## src/rtl/div_seq_ctrl.sv

```systemverilog
// Sequential RV32M divide/remainder unit: restoring divider, one quotient bit
// per cycle, with signed fix-up and RISC-V divide-by-zero / overflow results.

module add_sub (
  input  logic [31:0] a,
  input  logic [31:0] b,
  input  logic        op,
  output logic [31:0] sum,
  output logic        cout
);
  // op=1 subtracts as a + ~b + 1; cout=1 then means a >= b (unsigned)
  logic [32:0] full;

  always_comb begin
    full = {1'b0, a} + {1'b0, (op ? ~b : b)} + 33'(op);
  end

  assign sum  = full[31:0];
  assign cout = full[32];
endmodule

module div_seq_ctrl #(
  parameter int unsigned WIDTH       = 32,
  parameter bit          HOLD_RESULT = 1'b1
) (
  input  logic             clk,
  input  logic             reset,
  input  logic             start,
  input  logic             flush,
  input  logic [1:0]       op,
  input  logic [WIDTH-1:0] dividend,
  input  logic [WIDTH-1:0] divisor,
  output logic             busy,
  output logic             done,
  output logic [WIDTH-1:0] result
);
  localparam int unsigned CNT_W    = 5;
  localparam int unsigned LAST_BIT = WIDTH - 1;

  typedef enum logic [1:0] {
    S_IDLE = 2'd0,
    S_CALC = 2'd1,
    S_FIX  = 2'd2,
    S_DONE = 2'd3
  } state_t;

  state_t             state_q, state_d;
  logic [WIDTH-1:0]   rem_q, rem_d;
  logic [WIDTH-1:0]   quo_q, quo_d;
  logic [WIDTH-1:0]   dvs_q, dvs_d;
  logic [CNT_W-1:0]   cnt_q, cnt_d;
  logic               neg_quo_q, neg_quo_d;
  logic               neg_rem_q, neg_rem_d;
  logic               sel_rem_q, sel_rem_d;
  logic [WIDTH-1:0]   result_q, result_d;
  logic               busy_q, busy_d;
  logic               done_q, done_d;

  logic               accept_c;
  logic               is_signed_c;
  logic               div_zero_c;
  logic               overflow_c;
  logic               special_c;
  logic [WIDTH-1:0]   abs_dividend_c;
  logic [WIDTH-1:0]   abs_divisor_c;
  logic [WIDTH-1:0]   special_res_c;
  logic               msb_out_c;
  logic [WIDTH-1:0]   shifted_c;
  logic [WIDTH-1:0]   diff_c;
  logic               cout_c;
  logic               take_c;
  logic [WIDTH-1:0]   quo_fix_c;
  logic [WIDTH-1:0]   rem_fix_c;

  // Operand decode and special-case detection while IDLE
  always_comb begin
    accept_c       = (state_q == S_IDLE) && start && !flush;
    is_signed_c    = !op[0];
    div_zero_c     = (divisor == '0);
    overflow_c     = is_signed_c && (dividend == {1'b1, {(WIDTH-1){1'b0}}}) &&
                     (divisor == '1);
    special_c      = div_zero_c || overflow_c;
    abs_dividend_c = (is_signed_c && dividend[LAST_BIT]) ? (~dividend + WIDTH'(1)) : dividend;
    abs_divisor_c  = (is_signed_c && divisor[LAST_BIT])  ? (~divisor + WIDTH'(1))  : divisor;
    if (div_zero_c) begin
      special_res_c = op[1] ? dividend : '1;
    end else begin
      special_res_c = op[1] ? '0 : {1'b1, {(WIDTH-1){1'b0}}};
    end
  end

  // Restoring step: shift one dividend bit into rem, trial-subtract |divisor|
  always_comb begin
    msb_out_c = rem_q[LAST_BIT];
    shifted_c = {rem_q[LAST_BIT-1:0], quo_q[LAST_BIT]};
  end

  add_sub u_add_sub (
    .a    (shifted_c),
    .b    (dvs_q),
    .op   (1'b1),
    .sum  (diff_c),
    .cout (cout_c)
  );

  always_comb begin
    take_c    = cout_c | msb_out_c;
    quo_fix_c = neg_quo_q ? (~quo_q + WIDTH'(1)) : quo_q;
    rem_fix_c = neg_rem_q ? (~rem_q + WIDTH'(1)) : rem_q;
  end

  // State register
  always_ff @(posedge clk or posedge reset) begin
    if (reset) begin
      state_q <= S_IDLE;
    end else begin
      state_q <= state_d;
    end
  end

  // Next-state logic; flush overrides every transition
  always_comb begin
    state_d = state_q;
    unique case (state_q)
      S_IDLE: if (accept_c) state_d = special_c ? S_DONE : S_CALC;
      S_CALC: if (cnt_q == CNT_W'(WIDTH - 1)) state_d = S_FIX;
      S_FIX:  state_d = S_DONE;
      S_DONE: state_d = S_IDLE;
      default: state_d = S_IDLE;
    endcase
    if (flush) begin
      state_d = S_IDLE;
    end
  end

  // Output decode, registered alongside the state
  always_comb begin
    busy_d = (state_d != S_IDLE);
    done_d = (state_d == S_DONE);
  end

  // Datapath next values
  always_comb begin
    rem_d     = rem_q;
    quo_d     = quo_q;
    dvs_d     = dvs_q;
    cnt_d     = cnt_q;
    neg_quo_d = neg_quo_q;
    neg_rem_d = neg_rem_q;
    sel_rem_d = sel_rem_q;
    result_d  = result_q;
    if (accept_c) begin
      rem_d     = '0;
      quo_d     = abs_dividend_c;
      dvs_d     = abs_divisor_c;
      cnt_d     = '0;
      neg_quo_d = is_signed_c && (dividend[LAST_BIT] ^ divisor[LAST_BIT]);
      neg_rem_d = is_signed_c && dividend[LAST_BIT];
      sel_rem_d = op[1];
      if (special_c) begin
        result_d = special_res_c;
      end
    end else if (!flush) begin
      unique case (state_q)
        S_CALC: begin
          rem_d = take_c ? diff_c : shifted_c;
          quo_d = {quo_q[LAST_BIT-1:0], take_c};
          cnt_d = cnt_q + CNT_W'(1);
        end
        S_FIX:  result_d = sel_rem_q ? rem_fix_c : quo_fix_c;
        S_DONE: if (!HOLD_RESULT) result_d = '0;
        default: ;
      endcase
    end else if (state_q == S_DONE && !HOLD_RESULT) begin
      result_d = '0;
    end
  end

  always_ff @(posedge clk or posedge reset) begin
    if (reset) begin
      rem_q     <= '0;
      quo_q     <= '0;
      dvs_q     <= '0;
      cnt_q     <= '0;
      neg_quo_q <= 1'b0;
      neg_rem_q <= 1'b0;
      sel_rem_q <= 1'b0;
      result_q  <= '0;
      busy_q    <= 1'b0;
      done_q    <= 1'b0;
    end else begin
      rem_q     <= rem_d;
      quo_q     <= quo_d;
      dvs_q     <= dvs_d;
      cnt_q     <= cnt_d;
      neg_quo_q <= neg_quo_d;
      neg_rem_q <= neg_rem_d;
      sel_rem_q <= sel_rem_d;
      result_q  <= result_d;
      busy_q    <= busy_d;
      done_q    <= done_d;
    end
  end

  assign busy   = busy_q;
  assign done   = done_q;
  assign result = result_q;
endmodule
```

## config.mk

```make
export PLATFORM = sky130hd
export DESIGN_NAME = div_seq_ctrl
export DESIGN_NICKNAME = d
export VERILOG_FILES = /design/src/rtl/div_seq_ctrl.sv
export SDC_FILE = /design/constraint.sdc
export NUM_CORES = 1
export LEC_CHECK = 0
export ABC_AREA = 1
export CAP_MARGIN = 10
export CORE_MARGIN = 2
export CORE_UTILIZATION = 55
export CTS_BUF_LIST = sky130_fd_sc_hd__clkbuf_4 sky130_fd_sc_hd__clkbuf_8 sky130_fd_sc_hd__clkbuf_16
export DETAILED_ROUTE_END_ITERATION = 8
export PLACE_DENSITY = 0.81
export REMOVE_ABC_BUFFERS = 1
export SYNTH_ARGS = -nofsm -noshare
export SYNTH_HDL_FRONTEND = slang
export SYNTH_SLANG_ARGS = --single-unit
```

## constraint.sdc

```tcl
create_clock -name clk -period 6.1 [get_ports clk]
set_clock_uncertainty 0.1 [all_clocks]
set_input_delay 0.61 -clock clk [delete_from_list [all_inputs] [get_ports clk]]
set_output_delay 0.61 -clock clk [all_outputs]
set_load 0.1 [all_outputs]
```

Word-level counts from Yosys, hierarchy flattened
Cells that the tools add are included.

word-level totals
  register bits = 140
  input port bits = 70
  logic and storage cells = 78

cells by class
  $add $sub $neg = 7
  equality and inequality tests = 9
  mux-type cells = 27
  bitwise gates (word level) = 7
  reduce and logical (&&, ||, !) cells = 17

operators by type and width
  kind                                                  number
  2-to-1 mux 32 bit                                     19
  NOT 32 bit                                            5
  adder 32 x 1 -> 32 bit (second input constant)        4
  equality test 32 bit (second input constant)          2
  adder 32 x 32 -> 33 bit                               1
  adder 33 x 1 -> 33 bit (second input constant)        1
  zero test 32 bit                                      1
  2-to-1 mux 5 bit                                      3
  2-to-1 mux 2 bit                                      4
  one-hot mux 2 bit (4 select lines)                    1
  logical AND 1 bit                                     7
  equality test 2 bit (second input constant)           3
  nonzero test 2 bit                                    3
  adder 5 x 1 -> 5 bit (second input constant)          1
  equality test 5 bit (second input constant)           1
  != test 2 x 1 -> 1 bit (second input constant)        2
  AND reduction 3 bit                                   1
  equality test 2 x 1 -> 1 bit (second input constant)  1
  zero test 1 bit                                       2
  zero test 2 bit                                       1
  AND reduction 2 bit                                   1
  logical OR 1 bit                                      1
  OR 1 bit                                              1
  bitwise XOR 1 bit                                     1

Logic depth before layout (Yosys ltp)
Gate-level depths: netlist of run 1.

  word-level depth = 9
  gate-level depth with buffers = 17

Hierarchy
Synthesis of run 1 repeated with hierarchy kept, for this count alone.

second synthesis, totals
  cells, all modules = 2177
  area, all modules = 12995.0 um2

by module, submodules not included
  module        instances  cells an instance  area each (um2)  seq. area each (um2)
  div_seq_ctrl  1          1693               10385.0          3503.4
  add_sub       1          484                2610.0           0.0

Worst setup path after synthesis of run 1
OpenSTA, ideal clock, no wires.

  path kind = flip-flop to flip-flop
  start = register quo_q[31]
  end = register rem_q[13]
  library setup time = 0.118 ns
  arrival = 2.147 ns
  slack = 3.735 ns
  cell stages (with the launch flop) = 17
  buffers on the path = 1
  period minus slack after synthesis = 2.365 ns
  cell sequence = dfrtp_1 -> inv_1 -> ha_1 -> fa_1 -> inv_1 -> nand2_1 -> o21ai_2 -> nand2_1 -> nand2_1 -> nand2_1 -> nand2_2 -> nand3b_4 -> nand2_4 -> buf_4 -> nand2_1 -> nand3_1 -> nand2_1

on the way
  longest elaborated chain between the ends = 7

ends and longest elaborated chain
  what                         RTL line  RTL
  from (decl)                  49        logic [WIDTH-1:0] quo_q, quo_d;
  from (signal assigned)       193       quo_q <= quo_d;
  adder 32 x 32 -> 33 bit (*)  15        full = {1'b0, a} + {1'b0, (op ? ~b : b)} + 33'(op);
  adder 33 x 1 -> 33 bit (*)   15
  OR 1 bit                     107       take_c = cout_c | msb_out_c;
  2-to-1 mux 32 bit (*)        166       rem_d = take_c ? diff_c : shifted_c;
  2-to-1 mux 32 bit (*)        164       unique case (state_q)
  2-to-1 mux 32 bit (*)        163       end else if (!flush) begin
  2-to-1 mux 32 bit (*)        152       if (accept_c) begin
  to (signal assigned)         192       rem_q <= rem_d;
  to (decl)                    48        logic [WIDTH-1:0] rem_q, rem_d;

Every way passes the cells marked *; elsewhere a longest branch is shown, timed or not. The select of a mux whose other input is x is not followed.
A chain may end at the register's enable or synchronous reset.

Final worst setup path of run 1
  start = register quo_q[31]
  end = register rem_q[25]

The elaborated chain is that of the path after synthesis.

==> impl_metrics.ini, run 1 <==
[grt]
grt_max_degree = 115
grt_overflow = 0
grt_pass1_wl_um = 67470
antenna_found_initial = 0
grt_pass1_vias = 13410
grtUsageTotal_pct = 34.46

[floorplanning]
dieArea_um2 = 24610
rows = 55
die_y_um = 156.9
initial_core_util_pct = 56.43
ios = 104
die_x_um = 156.9
coreArea_um2 = 22780

[cells_and_area]
final_util_pct = 64.41
area_growth_pct = 14.13
diodes = 0
instances_no_fill = 2530
nets = 2315
drive_above_1_share_pct = 3.969
layout_common_cells = 673 x nand2_1, 259 x inv_1, 247 x nor2_1
final_common_cell = nand2_1

[timing]
finalWorstSetupSlack_ps = 2625
fin_setup_tns_ps = 0
tightest_slew_ps = 1146
max_freq_ghz = 0.2877
slew_viol_final = 0
slew_headroom_pct = 23.59
hold_viol_final = 0
post-route-min-period_ps = 3475
rsz0062_at_grt = no
finalSetupViolCount = 0
fin_crit_sh_pct = 56.97

[cts]
cts_setup_buffers = 0
numCtsBuffers = 17
cts-root-buf = clkbuf_16
clk_latency_ps = 430
cts_resized = 0
path_clk_slew_ps = 70
clock_sinks = 140
h-tree-depth = 4
cts_tree = yes
cts_buffer_depth = 2
cts_hold_buf = 0

[yosys]
syn-instance-count = 2148
syn_area_um2 = 12850
synth_ff_type = dfrtp_1
synth_cell_types = 47
synth_edf_count = 0
ys_ff_latch = 140
async_flop_share_pct = 100.0
synth_warnings = 0
syn_avg_cell_area_um2 = 5.984
ys_seq_area_share_pct = 27.26

[critical_path]
crit_buf_inv = 2
crit_family = simple AND/OR/NAND/NOR gates
worstSetupEndpointType = register
criticalPathCategory = register to register
regToRegEndpoint = rem_q[25]
cp-start-kind = register
required_ps = 6310
worst_path_most_repeated_cell = nand2_1
reg2reg_from = quo_q[31]
cpMaxStageDelayCell = nand2_4
r2r_setup_slack_ps = 2620
cp_num_cells = 15
worstRegToRegCells = 15
crit_arrival_ps = 3690
critPathMaxFanout = 33
crit_path_max_incr_delay_ps = 460
path_cells = inv_1 > ha_1 > fa_1 > inv_1 > nand2_1 > o21ai_2 > nand2_1 > nand2_1 > nand2_1 > nand2_2 > nand3b_4 > nand2_4 > nand3_1 > nand2_1 > nand2_1

[drt]
drtIter0Drc = 1574
firstDrtPassIters = 7
postRouteAntennaNets = 0
wl_per_cell_um = 16.47
via_count = 14450
vias_per_cell = 5.711
wl_um = 41670
drc_errors = 0

[placed_design]
numPortBuffers = 103
place.gp.congestion = 1.037
placed_cells = 2499
post-place-ws_ps = 2311
hpwl_um = 32000

[power_and_ir_drop]
finalPower_mw = 8.786
netSwitchingFraction_pct = 56.45
p_int_mw = 3.827
vdd_drop_max_mv = 0.4145
p_leak_nw = 7.534
powerDensity_nw_per_um2 = 598.9
p_comb_share_pct = 66.7
clockPowerShare_pct = 13.4
switching_power_mw = 4.960
seq_power_share_pct = 20.0

[worst_hold_path]
whs_path_depth = 2
whs_endpoint = result[4]
min-delay-start = result[4]
hp-class = register to register

[job]
cap_violations = 0

[outcome]
status = completed
[per-layer routing]
| layer | global-route usage [%] | part of all wire (%) | vias up | routed length [µm] |
|---|---|---|---|---|
| li1 | - | - | 6991 | - |
| met1 | 47.19 | 43 | 6642 | 17760 |
| met2 | 55.26 | 45 | 709 | 18920 |
| met3 | 6.314 | 9.1 | 106 | 3799 |
| met4 | 10.70 | 2.9 | 0 | 1188 |
| met5 | 0 | 0 | - | 0 |
[per-stage QoR]
step,cell area (µm²),hold WS [ps]
2_1_floorplan,12520,337.8
3_3_place_gp,14020,350.1
3_5_place_dp,14020,361.6
4_1_cts,14670,374.4
5_1_grt,14670,403.0
6_report,14670,377.8
[power by group through the flow]
| stage | clock network, mW | registers, mW | logic [mW] |
|---|---|---|---|
| floorplan | 0 | 2.37 | 3.53 |
| global placement | 0 | 1.74 | 5.67 |
| detailed placement | 0 | 1.75 | 5.75 |
| CTS | 1.18 | 1.74 | 5.79 |
| global route | 1.22 | 1.80 | 6.51 |
| finish | 1.17 | 1.76 | 5.86 |
[synth_stat cells (5+ instances only)]
master / count / area, µm²
inv_1: 260 / 975.9
o21ai_1: 18 / 90.09
nor2_1: 248 / 930.9
buf_1: 8 / 30.03
inv_2: 8 / 30.03
or2_2: 5 / 31.28
o21ai_0: 172 / 860.8
a21oi_1: 80 / 400.4
ha_1: 39 / 488.0
o211ai_1: 14 / 105.1
a21oi_2: 6 / 52.55
nand4_1: 27 / 168.9
nor2_4: 6 / 67.56
nor3_1: 15 / 75.07
nand3_1: 243 / 1216
xnor2_1: 17 / 148.9
clkbuf_1: 46 / 172.7
nor2_2: 10 / 62.56
xor2_1: 46 / 402.9
dfrtp_1: 140 / 3503
buf_2: 14 / 70.07
o22ai_1: 8 / 50.05
nand2_1: 673 / 2526
nand3b_1: 6 / 45.04
[layout make-up]
| type | count | area (µm²) |
|---|---|---|
| multi-input cells | 1665 | 8014 |
| well taps | 313 | 391.6 |
| clock inverters | 13 | 215.2 |
| repair buffers | 112 | 1099 |
| fillers | 2185 | 8108 |
| flip-flops and latches | 140 | 3503 |
| inverters | 269 | 1015 |
| clock buffers | 18 | 432.9 |
[worst max-delay path by stage]
stage | slack, ps | start | endpoint
after floorplan | 1640 | reset | busy
after global placement | 2410 | divisor[0] | result[31]
after detailed placement | 2310 | divisor[0] | result[30]
after CTS | 2660 | quo_q[31] | rem_q[25]
after global routing | 2390 | quo_q[31] | rem_q[5]
final | 2620 | quo_q[31] | rem_q[25]
[flip-flops by register name, indices dropped and copies added, names as in the netlist]
signal,flops
neg_rem_q,1
busy,1
rem_q,32
cnt_q,5
state_q,2
dvs_q,32
done,1
sel_rem_q,1
result,32
quo_q,32
neg_quo_q,1
[tightest hold or removal path, stage by stage, from the launching register on]
cell and delay (ps):
dfrtp_1 340, nand2_1 50, nand2_1 50
[cell families (layout without fill, tap and decap cells)]
logic type | after synthesis | in the layout | share of synthesized area, %
AOI/OAI and AO/OA | 311 | 311 | 12.92
xor gates and xnor gates | 63 | 63 | 4.293
adders and majority gates | 40 | 40 | 3.952
buffers and inverters | 343 | 412 | 10.42
DFF | 140 | 140 | 27.26
and+or+nand+nor | 1251 | 1251 | 41.17
(Power assumes the default switching activity.)
==> inputs of run 2 (changes only) <==
- clock period: 6.1 -> 3.3 ns (I/O delays scaled with it)
==> run 2 against run 1 <==
Net effect:
- maximum frequency rose by 20%
- register-to-register slack worse by 2200 ps
- sequential power grew 84%
- highest routed layer unchanged
==> impl_metrics.ini, run 2 (synthesized netlist as in run 1, its figures left out) <==
[cts]
clock_sinks = 140
cts_hold_buf = 0
cts_buffer_depth = 2
cts-root-buf = clkbuf_16
cts_tree = yes
numCtsBuffers = 17
clk_latency_ps = 440
cts_setup_buffers = 0
path_clk_slew_ps = 70
h-tree-depth = 4
cts_resized = 0

[critical_path]
crit_path_max_incr_delay_ps = 410
path_cells = inv_1 > ha_1 > fa_1 > inv_1 > nand2_1 > o21ai_2 > nand2_1 > nand2_1 > nand2_1 > nand2_2 > nand3b_4 > nand2_4 > nand2_1 > nand3_1 > o21ai_0
cp-start-kind = register
cpMaxStageDelayCell = fa_1
required_ps = 3490
worst_path_most_repeated_cell = nand2_1
critPathMaxFanout = 33
crit_arrival_ps = 3090
worstSetupEndpointType = register
criticalPathCategory = register to register

[power_and_ir_drop]
p_int_mw = 6.867
p_leak_nw = 7.569
switching_power_mw = 9.292
netSwitchingFraction_pct = 57.50
powerDensity_nw_per_um2 = 1097
vdd_drop_max_mv = 0.6727
seq_power_share_pct = 20.0
clockPowerShare_pct = 11.9
p_comb_share_pct = 68.1

[timing]
post-route-min-period_ps = 2906
slew_viol_final = 0
max_freq_ghz = 0.3441
finalWorstSetupSlack_ps = 394.0
finalSetupViolCount = 0
slew_headroom_pct = 31.72
hold_viol_final = 0
tightest_slew_ps = 1021
rsz0062_at_grt = no
fin_crit_sh_pct = 88.06

[worst_hold_path]
hp-class = input port to async pin

[job]
cap_violations = 0

[drt]
via_count = 14460
vias_per_cell = 5.675
postRouteAntennaNets = 0
firstDrtPassIters = 8
wl_per_cell_um = 16.37
drc_errors = 0
wl_um = 41710
drtIter0Drc = 1626

[placed_design]
hpwl_um = 32090
post-place-ws_ps = 496.7
placed_cells = 2515
numPortBuffers = 103
placed_area_um2 = 14150
place.gp.congestion = 1.003

[grt]
antenna_found_initial = 0
grt_pass1_vias = 13110
grt_pass1_wl_um = 67320
grt_max_degree = 67
grtUsageTotal_pct = 34.49
grt_overflow = 0

[floorplanning]
rows = 55
ios = 104
initial_core_util_pct = 56.43
dieArea_um2 = 24610
coreArea_um2 = 22780
die_x_um = 156.9
die_y_um = 156.9

[cells_and_area]
layout_common_cells = 673 x nand2_1, 259 x inv_1, 247 x nor2_1
final_util_pct = 64.66
instances_no_fill = 2547
drive_above_1_share_pct = 4.700
fin_area_um2 = 14730
diodes = 0
area_growth_pct = 14.58
final_common_cell = nand2_1
nets = 2331

[outcome]
status = completed
-- run 2: cell types whose count changed in the layout (fill, tap and decap cells not counted), moves of 2 or more --
cell | before | now
buf_4 | 9 | 24
bufinv_16 | 5 | 1
clkinvlp_4 | 1 | 4
inv_6 | 3 | 5
-- run 2: final timing paths --
kind / start / slack (ps) / cells past startpoint / endpoint
max in group asynchronous: reset / 2060 / 3 / dvs_q[24]
worst max register to register: quo_q[31] / 390 / 15 / rem_q[14]
worst min-delay path: reset / 270 / 2 / rem_q[7]
min in group clk: cnt_q[3] / 370 / 1 / cnt_q[3]
worst min register to register: cnt_q[3] / 370 / 1 / cnt_q[3]
worst max-delay path: quo_q[31] / 390 / 15 / rem_q[14]
-- run 2: metrics by stage --
| stage | power [mW] | hold slack (ps) | setup TNS [ps] |
|---|---|---|---|
| 4_1_cts | 15.96 | 294.2 | 0 |
| 3_3_place_gp | 13.81 | 347.3 | 0 |
| 2_1_floorplan | 10.90 | 337.8 | -132620 |
| 5_1_grt | 17.51 | 335.4 | 0 |
| 3_5_place_dp | 13.98 | 358.2 | 0 |
| 6_report | 16.16 | 265.1 | 0 |
-- run 2: power by group through the flow --
stage	Clock [mW]	Combinational, mW	Sequential [mW]
4_1_cts	1.92	10.8	3.20
6_report	1.93	11.0	3.23
5_1_grt	2.00	12.2	3.31
3_5_place_dp	0	10.8	3.22
3_3_place_gp	0	10.6	3.20
2_1_floorplan	0	6.52	4.38
-- run 2: worst max-delay path, delay by kind of cell (launching register included) --
kind / cells / cell delay (ps)
AND/OR/NAND/NOR: 9 / 1100
AO/OA/AOI/OAI: 2 / 340
buffers and inverters: 2 / 150
flip-flops: 1 / 370
adder cells (fa/ha/maj): 2 / 700
-- run 2: layout make-up --
| cell class | instances | area (µm²) |
|---|---|---|
| Fill cell | 2139 | 8050 |
| Clock buffer | 19 | 440.4 |
| Multi-Input combinational cell | 1665 | 8014 |
| Timing Repair Buffer | 128 | 1231 |
| Inverter | 269 | 1015 |
| Sequential cell | 140 | 3503 |
| Tap cell | 313 | 391.6 |
| Clock inverter | 13 | 132.6 |
-- run 2: metal layers --
layer	track usage (%)	up-vias	share of wire, %
met1	47.56	6626	43
met5	0	-	0
met4	12.89	0	3.6
li1	-	7032	-
met2	54.05	685	45
met3	6.092	112	8.4
